[src/rtl/seg7_pkg.sv]
// Shared types and helpers for the 7-segment scan multiplexer.
package seg7_pkg;
  localparam int NIBBLE_W   = 4;
  localparam int MAX_DIGITS = 8;

  typedef enum logic {BLANK, SHOW} slot_state_e;

  // One-hot digit enable for slot idx, sized for the widest display.
  function automatic logic [MAX_DIGITS-1:0] onehot(input logic [2:0] idx);
    onehot      = '0;
    onehot[idx] = 1'b1;
  endfunction
endpackage

[src/rtl/seg7_scan_timer.sv]
// Slot prescaler: cnt counts cycles within a slot, idx selects the digit.
// slot_idx / in_blank describe the cycle the scan enters on the next clock,
// so the parent can register its outputs and still line them up with cnt/idx.
// last_cycle_of_frame flags the current cycle as the frame's final cycle.
module seg7_scan_timer #(
  parameter  int NUM_DIGITS   = 4,
  parameter  int PRESCALE     = 50000,
  parameter  int BLANK_CYCLES = 16,
  localparam int IW = (NUM_DIGITS > 1) ? $clog2(NUM_DIGITS) : 1
) (
  input  logic          clk,
  input  logic          rst_n,
  output logic [IW-1:0] slot_idx,
  output logic          in_blank,
  output logic          last_cycle_of_frame
);
  import seg7_pkg::*;

  localparam int CW = $clog2(PRESCALE);

  logic [CW-1:0] cnt, cnt_nxt;
  logic [IW-1:0] idx, idx_nxt;
  logic          slot_end;

  // Next-state of the slot counter and digit index.
  always_comb begin
    slot_end = (cnt == CW'(PRESCALE - 1));
    cnt_nxt  = slot_end ? '0 : cnt + CW'(1);
    idx_nxt  = idx;
    if (slot_end)
      idx_nxt = (idx == IW'(NUM_DIGITS - 1)) ? '0 : idx + IW'(1);
  end

  // Counter state; reset restarts the scan at slot 0, cycle 0.
  always_ff @(posedge clk or negedge rst_n) begin
    if (!rst_n) begin
      cnt <= '0;
      idx <= '0;
    end else begin
      cnt <= cnt_nxt;
      idx <= idx_nxt;
    end
  end

  assign slot_idx            = idx_nxt;
  assign in_blank            = (cnt_nxt < CW'(BLANK_CYCLES));
  assign last_cycle_of_frame = slot_end && (idx == IW'(NUM_DIGITS - 1));
endmodule

[src/rtl/seg7_scan_mux.sv]
// Time-multiplexed scan controller for a multi-digit 7-segment display.
// New frames are shadow-buffered and committed only on the last cycle of a
// frame, so a partially updated frame is never shown.
module seg7_scan_mux
  import seg7_pkg::*;
#(
  parameter int NUM_DIGITS   = 4,
  parameter int PRESCALE     = 50000,
  parameter int BLANK_CYCLES = 16
) (
  input  logic                           clk,
  input  logic                           rst_n,
  input  logic [NIBBLE_W*NUM_DIGITS-1:0] value_i,
  input  logic                           load_i,
  output logic [NIBBLE_W-1:0]            digit_o,
  output logic [NUM_DIGITS-1:0]          digit_en_o,
  output logic                           frame_o,
  output logic                           pending_o
);
  localparam int IW = (NUM_DIGITS > 1) ? $clog2(NUM_DIGITS) : 1;

  if (BLANK_CYCLES < 1 || BLANK_CYCLES >= PRESCALE || PRESCALE < 2 ||
      NUM_DIGITS < 1 || NUM_DIGITS > MAX_DIGITS) begin : g_bad_params
    $error("seg7_scan_mux: illegal NUM_DIGITS/PRESCALE/BLANK_CYCLES");
  end

  logic [NUM_DIGITS-1:0][NIBBLE_W-1:0] disp, shadow, frame_nxt;
  logic [IW-1:0]                       slot_idx;
  logic                                in_blank, commit;
  slot_state_e                         state_nxt;

  seg7_scan_timer #(
    .NUM_DIGITS  (NUM_DIGITS),
    .PRESCALE    (PRESCALE),
    .BLANK_CYCLES(BLANK_CYCLES)
  ) u_timer (
    .clk                (clk),
    .rst_n              (rst_n),
    .slot_idx           (slot_idx),
    .in_blank           (in_blank),
    .last_cycle_of_frame(commit)
  );

  // Frame visible next cycle: a load on the commit cycle bypasses the shadow.
  always_comb begin
    frame_nxt = disp;
    if (commit) begin
      if (load_i)         frame_nxt = value_i;
      else if (pending_o) frame_nxt = shadow;
    end
    state_nxt = in_blank ? BLANK : SHOW;
  end

  // Shadow/display buffers and registered display outputs.
  always_ff @(posedge clk or negedge rst_n) begin
    if (!rst_n) begin
      shadow     <= '0;
      disp       <= '0;
      pending_o  <= 1'b0;
      digit_o    <= '0;
      digit_en_o <= '0;
      frame_o    <= 1'b0;
    end else begin
      if (load_i) shadow <= value_i;
      if (commit)      pending_o <= 1'b0;
      else if (load_i) pending_o <= 1'b1;
      disp       <= frame_nxt;
      // Nibble is presented during blanking too so the decoder settles early.
      digit_o    <= frame_nxt[slot_idx];
      digit_en_o <= (state_nxt == SHOW) ? NUM_DIGITS'(onehot(3'(slot_idx))) : '0;
      frame_o    <= commit;
    end
  end
endmodule

[config.mk]
export PLATFORM = sky130hd
export DESIGN_NAME = seg7_scan_mux
export DESIGN_NICKNAME = d
export VERILOG_FILES = /design/src/rtl/seg7_pkg.sv /design/src/rtl/seg7_scan_timer.sv /design/src/rtl/seg7_scan_mux.sv
export SDC_FILE = /design/constraint.sdc
export NUM_CORES = 1
export LEC_CHECK = 0
export ABC_AREA = 1
export CAP_MARGIN = 20
export CORE_MARGIN = 4
export CORE_UTILIZATION = 35
export DETAILED_ROUTE_END_ITERATION = 10
export PLACE_DENSITY = 0.65
export SLEW_MARGIN = 20
export SYNTH_ARGS = -nofsm -noshare
export SYNTH_HDL_FRONTEND = slang
export SYNTH_SLANG_ARGS = --single-unit
[constraint.sdc]
create_clock -name clk -period 3.02 [get_ports clk]
set_clock_uncertainty 0.05 [all_clocks]
set_input_delay 0.604 -clock clk [delete_from_list [all_inputs] [get_ports clk]]
set_output_delay 0.604 -clock clk [all_outputs]
set_load 0.03 [all_outputs]
* Word-level counts from Yosys, hierarchy flattened
Cells that the tools add are included.
** Storage, ports and cells
- Bits in registers :: 60
- Bits in latches :: 0
- Bits in writable memories :: 0
- Memory bits (read-only) :: 0
- Bits of input ports :: 19
- Output and inout bits :: 10
- Word-level logic and storage cells :: 38
- Memories kept :: 0
** Operators by class
- $add $sub $neg :: 2
- $mul :: 0
- Divide/modulo/power cells :: 0
- Order comparisons :: 4
- Eq/ne operators :: 2
- Shifts and indexed selects :: 0
- Muxes and demuxes :: 13
- Bitwise operators :: 0
- Reductions and logical operators :: 3
** Operators by type and width (count)
- 16-bit 2-to-1 mux :: 4
- 16-bit by 1-bit adder with 16-bit output (second input constant) :: 1
- 16-bit == test (second input constant) :: 1
- 16-bit by 5-bit < comparator with 1-bit output (second input constant) :: 1
- 4-bit binary-select mux with 2-bit select :: 1
- 4-bit 2-to-1 mux :: 2
- 2-bit by 4-bit < comparator with 1-bit output (second input constant) :: 1
- 2-bit 2-to-1 mux :: 2
- 2-bit by 3-bit < comparator with 1-bit output (second input constant) :: 1
- 1-bit 2-to-1 mux :: 3
- 2-bit by 1-bit adder with 2-bit output (second input constant) :: 1
- 1-bit demux with 2-bit select :: 1
- 2-bit == test (second input constant) :: 1
- 2-bit by 1-bit >= comparator with 1-bit output (second input constant) :: 1
- 1-bit logical AND :: 2
- 2-bit nonzero test :: 1

* Longest topological paths before layout
Gate-level depths: netlist of run 1.
- Depth after elaboration :: 8
- Mapped depth :: 13
- Depth with buffers taken out :: 12

* By module
Synthesis of run 1 repeated with hierarchy kept, for this count alone.
** Second synthesis, totals
- Cells, all modules :: 395
- Area total of the unflattened synthesis :: 3005.4 µm²
** Modules (own cells, without submodules)
- seg7_scan_mux :: times used 1, cells each 236, area each 1910.6 µm², sequential area each 1051.0 µm²
- seg7_scan_timer :: times used 1, cells each 159, area each 1094.8 µm², sequential area each 450.4 µm²

* Worst setup path after synthesis of run 1
OpenSTA, ideal clock, no wires.
- Path type :: register to register
- From :: reg u_timer.cnt[0]
- To :: reg digit_o[0]
- Library setup time :: 0.117 ns
- Arrival time :: 1.479 ns
- Data required time :: 2.853 ns
- Setup slack :: 1.374 ns
- Stages on the path, launching flop included :: 12
- Path buffers :: 1
- Period minus slack after synthesis :: 1.646 ns
- Cell sequence :: dfrtp_1 -> ha_1 -> nand3_2 -> nor3_2 -> nand2_2 -> o21ai_2 -> inv_2 -> buf_4 -> nand2_1 -> nand2_1 -> nand2_1 -> nand2_1
** Between the ends
- Elaborated cells on any way between the ends :: 6
- Those cells by class :: eq/ne (1); mux (4); reduce/logical (1)
** RTL lines
- from (decl) :: RTL line seg7_scan_timer.sv:21 : logic [CW-1:0] cnt, cnt_nxt;
- from (signal assigned) :: RTL line seg7_scan_timer.sv:40 : cnt <= cnt_nxt;
- 16-bit == test :: RTL line seg7_scan_timer.sv:27 : slot_end = (cnt == CW'(PRESCALE - 1));
- 2-bit 2-to-1 mux :: RTL line seg7_scan_timer.sv:30 : if (slot_end)
- named net slot_idx[0] :: RTL line seg7_scan_mux.sv:28 : logic [IW-1:0] slot_idx;
- 4-bit binary-select mux with 2-bit select :: RTL line seg7_scan_mux.sv:69 : digit_o <= frame_nxt[slot_idx];
- 4-bit 2-to-1 mux (not written as such) :: RTL line seg7_scan_mux.sv:69
- to (signal assigned) :: RTL line seg7_scan_mux.sv:69
- to (decl) :: RTL line seg7_scan_mux.sv:15 : output logic [NIBBLE_W-1:0] digit_o,
The timed path passes the listed nets, and every way through them passes these cells. The select of a mux whose other input is x is not followed.
A chain may end at the register's enable or synchronous reset.

==> results of run 1 <==
-- sequential cells by signal (all words and copies together), names as in the netlist --
| name | cells |
|---|---|
| disp | 16 |
| shadow | 16 |
| u_timer.cnt | 16 |
| digit_en_o | 4 |
| digit_o | 4 |
| u_timer.idx | 2 |
| frame_o | 1 |
| pending_o | 1 |
-- per-layer routing --
metal  vias to the layer above  GRT usage [%]  part of all wire [%]
met1                      1203           16.9                    47
li1                       1416              -                     -
met4                         0           2.94                  0.50
met3                         5           3.91                   4.2
met2                        48           22.4                    48
met5                         -              0                     0
-- stage by stage --
stage | power [mW] | hold slack [ps] | instance area [µm²]
floorplan | 0.897 | 258 | 3220
global placement | 0.950 | 418 | 3600
detailed placement | 0.952 | 424 | 3600
CTS | 1.57 | 412 | 3750
global route | 1.62 | 453 | 3750
finish | 1.54 | 374 | 3750
-- synth_stat cells (all sizes together) --
| library cell | count | area share (%) |
|---|---|---|
| nand2 | 172 | 21 |
| inv | 70 | 8.2 |
| dfrtp | 60 | 47 |
| o21ai | 58 | 9.7 |
| nor2 | 35 | 4.4 |
| nand3 | 19 | 3.1 |
| clkbuf | 10 | 1.3 |
| nand4 | 5 | 0.97 |
| buf | 4 | 1.3 |
| ha | 3 | 1.2 |
| xor2 | 3 | 0.82 |
| clkinv | 2 | 0.39 |
| o21bai | 2 | 0.47 |
| a21o | 1 | 0.23 |
| nor3 | 1 | 0.31 |
| or2 | 1 | 0.19 |
-- cell families (layout without fill, tap and decap cells) --
kind of cell	after synthesis	after routing	share of synthesized area, %
buf+inv	86	119	11.1
compound gates	61	61	10.4
flops	60	60	46.6
simple gates	233	233	29.9
xor+xnor	3	3	0.816
fa+ha+maj	3	3	1.17
-- where the power goes --
part / internal, mW / leakage (nW) / switching [mW]
clock network: 0.307 / 0.0848 / 0.302
registers: 0.823 / 0.680 / 0.0102
logic: 0.0460 / 1.26 / 0.0567
-- critical path, stage by stage --
cell and delay [ps]:
clkdlybuf4s50_1 480, clkinv_1 320, buf_12 300, o21ai_0 190, nand2_1 70, nand2_1 120
nand2_1 60, nand2_1 60, nand2_1 50, nand2_1 80
-- how the worst min path moves through the flow --
| stage | start | end | slack [ps] | cells after the start |
|---|---|---|---|---|
| final | rst_n | u_timer.cnt[7] | 370 | 2 |
| after global placement | shadow[10] | shadow[10] | 420 | 2 |
| after floorplan | rst_n | digit_en_o[0] | 260 | 0 |
| after CTS | rst_n | u_timer.cnt[7] | 410 | 2 |
| after global routing | rst_n | u_timer.cnt[7] | 450 | 2 |
| after detailed placement | shadow[12] | shadow[12] | 420 | 2 |
-- cell type report --
type	count	area (µm²)	share of cell area (%)
Inverter	72	275	7.33
Sequential cell	60	1500	40.0
Multi-Input combinational cell	300	1360	36.3
Clock inverter	3	15.0	0.400
Tap cell	108	135	3.60
Timing Repair Buffer	33	325	8.66
Clock buffer	11	141	3.77
-- cells in the final DEF (no fill, tap or decap) --
| master | n |
|---|---|
| or2_2 | 1 |
| nand2_2 | 8 |
| clkinv_4 | 1 |
| nor2_1 | 33 |
| clkbuf_8 | 10 |
| nand3_1 | 18 |
| clkinv_1 | 1 |
| clkbuf_1 | 1 |
| o21ai_0 | 52 |
| clkdlybuf4s50_1 | 27 |
| buf_12 | 1 |
| buf_2 | 1 |
| inv_2 | 2 |
| nand4_1 | 5 |
| clkinv_2 | 3 |
| o21ai_2 | 6 |
| xor2_1 | 3 |
| buf_4 | 4 |
| dfrtp_1 | 60 |
| nor2_4 | 1 |
| ha_1 | 3 |
| nand3_2 | 1 |
| a21o_1 | 1 |
| nor2_2 | 1 |
| inv_1 | 68 |
| nor3_2 | 1 |
| nand2_1 | 163 |
| nand2_4 | 1 |
| o21bai_1 | 2 |
==> impl_metrics.toml, run 1 <==
[cells_and_area]
final_util_pct = 42.4
final_cells = 587
drive_gt1_share_pct = 8.77
antennaDiodeCount = 0
fillers = 927
nets = 498
area_growth_pct = 16.6

[clock_network]
numCtsBuffers = 9
cts.sinks = 60
cts_setup_buffers = 0
cts_max_level = 3
clkTransAtPathRegs_ps = 70
cts_root_buffer = "clkbuf_8"
cts_hold_buffers = 0
clk_latency_ps = 330
cts_resized = 0
clock_path_buffers = 2
cts_tree = "built"

[place]
pre_cts_ws_ps = 552
place_congestion = 0.916
dpl.cell_count = 573
io_buffers = 28
dp_hpwl_um = 4830

[floorplan]
ios = 29
chipWidth_um = 104
rows = 34
dieArea_um2 = 10800
initial_utilization_pct = 36.4
dieHeight_um = 104
core_um2 = 8850

[global_routing]
grt_max_degree = 61
antenna_found_initial = 0
grt_pass1_vias = 2569
grt_pass1_wl_um = 11800
grtUsageTotal_pct = 13.3
grt-ovfl-total = 0

[setup_path]
rrSetupSlack_ps = 930
path_class = "input port to flip-flop"
regToRegEndpoint = "digit_o[3]"
cp-end-kind = "flip-flop"
worstPathRequired_ps = 3240
cp-startpoint = "load_i"
cp_max_fo = 36
arrival_ps = 2350
r2r_start = "u_timer.cnt[0]"
critPathCapture = "digit_o[2]"
startpoint_type = "input port"
reg2reg_depth = 11

[yosys]
synthCells = 446
synthesis.area_um2 = 3220
syn_nets = 468
yosysSeqAreaShare_pct = 46.6
ys_ff_latch = 60
ys_types = 26
ys_warn_count = 0
synth.avg_cell_area_um2 = 7.22

[timing]
finalSetupViolations = 0
tightest_slew_ps = 757
fin_crit_ps = 2130
slew_headroom_pct = 49.5
hold_viol_final = 0
setup_slack_ps = 894
period_share_pct = 70.4
rsz0062_at_grt = "false"
report.final.slew_viol_count = 0
fin_setup_tns_ps = 0
clock.fmax_ghz = 0.470

[run_status]
outcome = "finished, final reports clean"

[route]
routed_wl_um = 6810
detail_route.wl_per_cell_um = 11.6
drt-initial-drc-count = 119
dr.pass1.iters = 4
num_vias = 2672
via_per_inst = 4.55
drc = 0
ant_nets = 0

[worst_hold_path]
hold_path_class = "input port to async pin"

[job]
drv_cap = 0

[pwr]
p_leak_nw = 2.03
pwr_density_cell_nw_per_um2 = 411
vdd_drop_max_v = 0.000199
Note: power is estimated with default switching activity, not from simulation.
==> run 2: changes to the inputs <==
--- a/config.mk
+++ b/config.mk
@@ -10,7 +10,7 @@
 export CORE_MARGIN = 4
 export CORE_UTILIZATION = 35
 export DETAILED_ROUTE_END_ITERATION = 10
-export PLACE_DENSITY = 0.65
+export PLACE_DENSITY = 0.67
 export SLEW_MARGIN = 20
 export SYNTH_ARGS = -nofsm -noshare
 export SYNTH_HDL_FRONTEND = slang
==> constraint.sdc (replaced) <==
create_clock -name clk -period 1.9 [get_ports clk]
set_clock_uncertainty 0.05 [all_clocks]
set_input_delay 0.38 -clock clk [delete_from_list [all_inputs] [get_ports clk]]
set_output_delay 0.38 -clock clk [all_outputs]
set_load 0.03 [all_outputs]
==> run 2 against run 1 <==
Compared with the run above:
- cell count up 1.4%
- register-to-register slack worse by 820 ps
- flip-flop and latch count unchanged
- critical path type is now flip-flop to primary output
- global-route usage up 0.13 points
- final area up 5.1%
==> impl_metrics.toml, run 2 (synthesis results as in run 1) <==
[run_status]
outcome = "finished, final reports clean"

[cells_and_area]
antennaDiodeCount = 0
top_regs = "disp: 16 flops, shadow: 16 flops, u_timer.cnt: 16 flops"
fillers = 916
area_growth_pct = 22.6
nets = 504
final_util_pct = 44.6
final_cell_mix = "nand2_1 (161), inv_1 (68), dfrtp_1 (57)"
fin_area_um2 = 3950
final_common_cell = "nand2_1"
drive_gt1_share_pct = 13.1

[timing]
fin_setup_tns_ps = 0
hold_viol_final = 0
finalSetupViolations = 0
slew_headroom_pct = 66.2
clock.fmax_ghz = 0.552
tightest_slew_ps = 506
setup_slack_ps = 88.5
fin_crit_ps = 1810
period_share_pct = 95.3
report.final.slew_viol_count = 0

[place]
place_congestion = 0.899
dp_hpwl_um = 4820
placed_area_um2 = 3640
io_buffers = 28
pre_cts_ws_ps = -12.0

[setup_path]
crit_slowest_cell = "clkdlybuf4s50_1"
cp_num_buf_inv = 1
path_cells = "clkdlybuf4s50_1"
critical_path.top_delay_family = "buffers and inverters"
path_class = "flip-flop to primary output"
worstPathRequired_ps = 1470
arrival_ps = 1380
slowest_delay_ps = 680
startpoint_type = "flip-flop"
cp-end-kind = "primary output"
cp_max_fo = 1

[global_routing]
grtUsageTotal_pct = 13.4
grt_pass1_vias = 2510
grt_max_degree = 65
grt-ovfl-total = 0
grt_pass1_wl_um = 11900
antenna_found_initial = 0

[clock_network]
clock_path_buffers = 2
cts_root_buffer = "clkbuf_8"
clkTransAtPathRegs_ps = 80
numCtsBuffers = 9
cts.sinks = 60
clk_latency_ps = 350
cts_tree = "built"
cts_max_level = 3

[worst_hold_path]
hold_path_class = "flip-flop to flip-flop"

[route]
drc = 0
drt-initial-drc-count = 171
via_per_inst = 4.67
dr.pass1.iters = 4
detail_route.wl_per_cell_um = 11.8
routed_wl_um = 7010
ant_nets = 0
num_vias = 2779

[floorplan]
dieArea_um2 = 10800
core_um2 = 8850
initial_utilization_pct = 36.4
rows = 34
ios = 29
dieHeight_um = 104
chipWidth_um = 104

[job]
drv_cap = 0

[pwr]
vdd_drop_max_v = 0.000337
pwr_density_cell_nw_per_um2 = 673
p_leak_nw = 2.10
-- run 2: cell count changes in the layout (fill, tap and decap cells not counted), sizes merged --
cell and delta:
buf +6, clkinvlp +2, clkdlybuf4s50 -1, bufinv +1, clkbuf -1, dlygate4sd3 +1
-- run 2: per-layer routing --
layer / GRT usage [%] / routed length [µm]
met1: 17.7 / 3230
met3: 3.72 / 339
met2: 21.4 / 3350
met4: 4.37 / 83
met5: 0 / 0
-- run 2: worst reg2reg max path: cells and delay by family, from the launching register on --
family | cells | cell delay (ps)
AND/OR/NAND/NOR | 7 | 700
flip-flops | 1 | 420
AO/OA/AOI/OAI | 1 | 210
buffers and inverters | 1 | 180
adder cells (fa/ha/maj) | 1 | 170
-- run 2: path summary, 6_finish.rpt --
check / from / endpoint / slack, ps / cells past startpoint
setup / recovery: digit_o[2] / digit_o[2] / 90 / 1
hold / removal: shadow[2] / shadow[2] / 440 / 2
setup reg to reg: u_timer.cnt[1] / digit_o[0] / 110 / 10
hold reg to reg: shadow[2] / shadow[2] / 440 / 2
max in group asynchronous: rst_n / u_timer.cnt[1] / 750 / 3
min in group asynchronous: rst_n / u_timer.cnt[7] / 490 / 2
-- run 2: stage by stage --
stage	std cells	hold WS (ps)	power [mW]
after floorplan	446	34.4	1.43
after global placement	576	332	1.51
after detailed placement	576	340	1.52
after CTS	594	443	2.70
after global routing	595	462	2.78
final	595	442	2.66
-- run 2: area by class of cell --
class	count	area [µm²]	share of cell area [%]
Sequential cell	60	1510	38.1
Multi-Input combinational cell	300	1430	36.3
Timing Repair Buffer	39	395	10.0
Inverter	72	278	7.04
Clock buffer	10	138	3.49
Tap cell	108	135	3.42
Clock inverter	6	63.8	1.62
-- run 2: timing repair --
item	in CTS	in global routing
endpoints found under the hold margin	18	0
buffers inserted	1	1
pin swaps	1	7
hold buffers	1	0
endpoints found under the setup margin	5	8
gates resized for setup	4	16
-- run 2: power by group --
part / switching (mW) / internal, mW
sequential: 0.0157 / 1.31
combinational: 0.0921 / 0.0776
clock: 0.528 / 0.638
